`src/rtl/ly_oneshot_stop_ctrl.sv`:
```
// Freeze sequencer for the shared one-shot trig_stop: startup blanking, trigger dead-time, TP blanking, external inhibit.
// Latency: trig_stop and tp_ack are registered, so they respond one edge after the sampled input; there is no backpressure, and unaccepted triggers are counted.
module ly_oneshot_stop_ctrl #(
  parameter int unsigned STARTUP_LEN = 16,
  parameter int unsigned CNT_W       = 16
) (
  input  logic             clk,
  input  logic             rst,
  input  logic             en,
  input  logic             trig_found,
  input  logic [3:0]       dead_time,
  input  logic             tp_req,
  input  logic [3:0]       tp_len,
  input  logic             ext_inhibit,
  input  logic             cnt_clr,
  output logic             trig_stop,
  output logic             tp_ack,
  output logic [2:0]       state,
  output logic [CNT_W-1:0] stop_cnt,
  output logic [7:0]       lost_cnt
);

  typedef enum logic [2:0] {
    S_IDLE     = 3'd0,
    S_STARTUP  = 3'd1,
    S_HOLD     = 3'd2,
    S_TP_BLANK = 3'd3,
    S_INHIBIT  = 3'd4
  } state_t;

  localparam logic [7:0] STARTUP_INIT = 8'(STARTUP_LEN - 1);

  state_t     cur_state;
  state_t     nxt_state;
  logic [7:0] cnt;
  logic [7:0] nxt_cnt;
  logic       nxt_ack;
  logic       trig_req;
  logic       trig_lost;

  assign trig_req = trig_found & en;
  assign state    = cur_state;

  always_comb begin
    nxt_state = cur_state;
    nxt_cnt   = cnt;
    nxt_ack   = 1'b0;
    trig_lost = 1'b0;
    case (cur_state)
      S_STARTUP: begin
        // Triggers during startup blanking are neither accepted nor counted as lost.
        if (cnt == 8'd0) begin
          nxt_state = ext_inhibit ? S_INHIBIT : S_IDLE;
        end else begin
          nxt_cnt = cnt - 8'd1;
        end
      end
      S_IDLE: begin
        if (ext_inhibit) begin
          nxt_state = S_INHIBIT;
          trig_lost = trig_req;
        end else if (tp_req) begin
          nxt_state = S_TP_BLANK;
          nxt_cnt   = {4'd0, tp_len};
          nxt_ack   = 1'b1;
          trig_lost = trig_req;
        end else if (trig_req) begin
          nxt_state = S_HOLD;
          nxt_cnt   = {4'd0, dead_time};
        end
      end
      S_HOLD, S_TP_BLANK: begin
        // Timed windows always exit via IDLE so the one-shots see a release cycle.
        trig_lost = trig_req;
        if (ext_inhibit) begin
          nxt_state = S_INHIBIT;
        end else if (cnt == 8'd0) begin
          nxt_state = S_IDLE;
        end else begin
          nxt_cnt = cnt - 8'd1;
        end
      end
      S_INHIBIT: begin
        trig_lost = trig_req;
        if (!ext_inhibit) begin
          nxt_state = S_IDLE;
        end
      end
      default: begin
        nxt_state = S_IDLE;
        nxt_cnt   = 8'd0;
      end
    endcase
  end

  always_ff @(posedge clk or posedge rst) begin
    if (rst) begin
      cur_state <= S_STARTUP;
      cnt       <= STARTUP_INIT;
      trig_stop <= 1'b1;
      tp_ack    <= 1'b0;
    end else begin
      cur_state <= nxt_state;
      cnt       <= nxt_cnt;
      trig_stop <= (nxt_state != S_IDLE);
      tp_ack    <= nxt_ack;
    end
  end

  always_ff @(posedge clk or posedge rst) begin
    if (rst) begin
      stop_cnt <= '0;
      lost_cnt <= 8'd0;
    end else if (cnt_clr) begin
      stop_cnt <= '0;
      lost_cnt <= 8'd0;
    end else begin
      if (trig_stop && (stop_cnt != {CNT_W{1'b1}})) begin
        stop_cnt <= stop_cnt + CNT_W'(1);
      end
      if (trig_lost && (lost_cnt != 8'hFF)) begin
        lost_cnt <= lost_cnt + 8'd1;
      end
    end
  end

endmodule

```
`config.mk`:
```
export PLATFORM = sky130hd
export DESIGN_NAME = ly_oneshot_stop_ctrl
export DESIGN_NICKNAME = d
export VERILOG_FILES = /design/src/rtl/ly_oneshot_stop_ctrl.sv
export SDC_FILE = /design/constraint.sdc
export NUM_CORES = 1
export LEC_CHECK = 0
export CORE_ASPECT_RATIO = 1.1
export CORE_MARGIN = 1.5
export CORE_UTILIZATION = 47
export DETAILED_ROUTE_END_ITERATION = 7
export GPL_TIMING_DRIVEN = 0
export PLACE_DENSITY = 0.72
export SLEW_MARGIN = 20
export SYNTH_ARGS = -nofsm -noshare
export SYNTH_HDL_FRONTEND = slang
export SYNTH_SLANG_ARGS = --single-unit
```
`constraint.sdc`:
```
create_clock -name clk -period 1.8 [get_ports clk]
set_input_delay 0.36 -clock clk [delete_from_list [all_inputs] [get_ports clk]]
set_output_delay 0.36 -clock clk [all_outputs]
set_load 0.05 [all_outputs]
```
==> results.cfg <==
[synthesis]
synth_edf_count = 0
yosysWarnings = 0
syn_nets = 265
synth_common_cells = dfrtp_1, a21oi_1, nand2_1, nand3_1, nor2_1
ys_seq_area_share_pct = 40.8
synth-seq-cells = 37
avgSynthCellArea_um2 = 9.26
synthMostInstantiatedCell = dfrtp_1
synth_top_area_share_pct = 33.9
yosys-top-cells-area = dfrtp_1, dfstp_2, a21oi_1, nand3_1, o21ai_0
syn_area_um2 = 2290
async_reset_ff_share_pct = 100
synthFlopType = dfrtp_1
synth_area_leader_cell = dfrtp_1
syn_inst = 247
synth_cell_type_count = 56

[floorplan]
die_x_um = 69.5
die_y_um = 76.2
dieArea_um2 = 5300
start_util_pct = 49.2
core_um2 = 4650
io_pins = 44
fp-row-count = 26

[routing]
drcViolationCount = 0
ant_nets = 0
drt-initial-drc-count = 92
drt-total-wl_um = 5480
wire_per_inst_um = 15.2
viasPerCell = 5.96
drtPass1Iterations = 4
vias = 2145

[critical_path]
cp-start-kind = flop
rrSetupSlack_ns = 0.08
crit_family = flip-flops
critical_path_buf_inv_count = 1
arrival_ns = 1.40
end_kind = primary output
crit_type = reg -> out
path_max_fanout = 6
crit_required_ns = 1.44
r2r_start = stop_cnt[0]$_DFFE_PP0P_
slowest_stage = dfstp_2
slowest_delay_ns = 0.59
cp_cell_sequence = clkdlybuf4s15_1
reg2regPathDepth = 6
timing.rr.end = stop_cnt[5]$_DFFE_PP0P_

[sta]
hold_violations = 0
timing.setup.tns_ns = 0
finalSetupViolCount = 0
finalCritPeriodShare_pct = 97.6
period_needed_ns = 1.76
rsz0062_at_grt = yes
slew_headroom_pct = 62.0
worstMarginPinSlew_ns = 0.562
slew_viol_final = 0
hold_ws_ns = 0.296
skew_ns = 0.00826
max_freq_mhz = 569

[placed_design]
place.detailed.hpwl_um = 3910
gp_routability_congestion = 0.846
io_buffers = 42
dpl.cell_count = 346

[cells_and_area]
nNetsFinal = 321
diodes = 0
drive_gt1_share_pct = 24.3
finalCoreUtilization_pct = 65.3
synthToLayoutAreaGrowth_pct = 32.7
final-instance-count-excl-fill = 360
fillerInstances = 387

[grt]
grt_pass1_wl_um = 9180
grt_max_degree = 31
grt_usage_pct = 21.3
overflow = 0
antenna_found_initial = 0
grt_pass1_vias = 1906

[power]
ir_drop_uv = 683
p_leak_nw = 1.32
powerDensity_nw_per_um2 = 1170

[cts]
cts_tree = done
clock-sinks = 37
numCtsBuffers = 5
clockRootBuffer = clkbuf_8
clkTransAtPathRegs_ns = 0.07
htreeDepth = 2
clockBufferDepth = 2
clkLatencyLatePin_ns = 0.29

[run_status]
status = finished, final reports clean

[run]
drv_cap = 0

[worst_hold_path]
hold_path.class = in -> async
-- cells by family (layout without fill, tap and decap cells) --
family          after synthesis  after routing  synth area share, %
compound gates               65             65                 18.1
fa+ha+maj                     3              3                 1.64
buf+inv                      19             76                 4.21
flops                        37             37                 40.8
mux                          10             10                 4.81
simple gates                113            113                 30.5
-- placed cells by master, fill, tap and decap left out, types with 8 or more instances in the layout --
master | Yosys | layout
dfrtp_1 | 31 | 16
nor3_1 | 8 | 8
o21ai_0 | 12 | 11
buf_4 | 2 | 8
clkdlybuf4s50_1 | 0 | 13
dlygate4sd2_1 | 0 | 26
nand2_1 | 16 | 15
a21oi_1 | 24 | 23
dfrtp_2 | 0 | 15
nor2_1 | 13 | 13
nand3_1 | 14 | 14
-- metrics by stage --
stage / area (µm²) / power [W] / setup WS (ns)
after floorplan: 2310 / 0.00227 / -0.0601
after global placement: 2800 / 0.00265 / -0.409
after detailed placement: 2820 / 0.00268 / -0.209
after CTS: 2930 / 0.00344 / 0.000446
after global routing: 3040 / 0.00377 / -0.0115
final: 3040 / 0.00354 / 0.0440
-- how the worst max path moves through the flow --
stage	slack (ns)	to	startpoint	cells after the start
after global placement	-0.41	lost_cnt[0]$_DFFE_PP0P_	rst	2
after global routing	-0.01	stop_cnt[12]$_DFFE_PP0P_	stop_cnt[9]$_DFFE_PP0P_	4
after CTS	0.0004	cnt[7]$_DFFE_PP0P_	state[1]$_DFF_PP0_	5
final	0.04	state[0]	state[0]$_DFF_PP1_	1
after floorplan	-0.06	stop_cnt[0]$_DFFE_PP0P_	stop_cnt[13]$_DFFE_PP0P_	4
after detailed placement	-0.21	lost_cnt[7]$_DFFE_PP0P_	ext_inhibit	6
-- metal layers --
metal	part of all wire, %	global-route usage [%]	vias up
li1	-	-	1057
met1	46	30.4	1010
met2	48	33.4	74
met3	5.3	4.63	4
met4	0.75	4.12	0
met5	0	0	-
-- report_power, final --
part | internal (W) | switching, W | total, W
clock network | 0.000452 | 0.000302 | 0.000754
logic | 0.000645 | 0.000905 | 0.00155
registers | 0.00103 | 0.000208 | 0.00124
-- final cells by class --
type | instances | area, µm² | share of cell area [%]
multi-input cells | 191 | 1340 | 44.2
clock buffers | 7 | 86.3 | 2.84
flip-flops and latches | 37 | 956 | 31.5
inverters | 8 | 30.0 | 0.988
plain buffers | 11 | 67.6 | 2.22
well taps | 56 | 70.1 | 2.31
clock inverters | 1 | 30.0 | 0.988
repair buffers | 49 | 457 | 15.0
-- flip-flops by register name, summed over array words and instances, names as in the netlist --
| name | count |
|---|---|
| cnt | 8 |
| tp_ack | 1 |
| lost_cnt | 8 |
| stop_cnt | 16 |
| state | 3 |
| trig_stop | 1 |
-- repair_timing --
item	4_1_cts	5_1_grt
gates resized for setup	33	19
pin swaps	1	1
hold buffers	0	0
buffers inserted	1	5
endpoints found under the setup margin	36	21
hold endpoints to repair	0	0
Power figures use the tool's default switching activity.
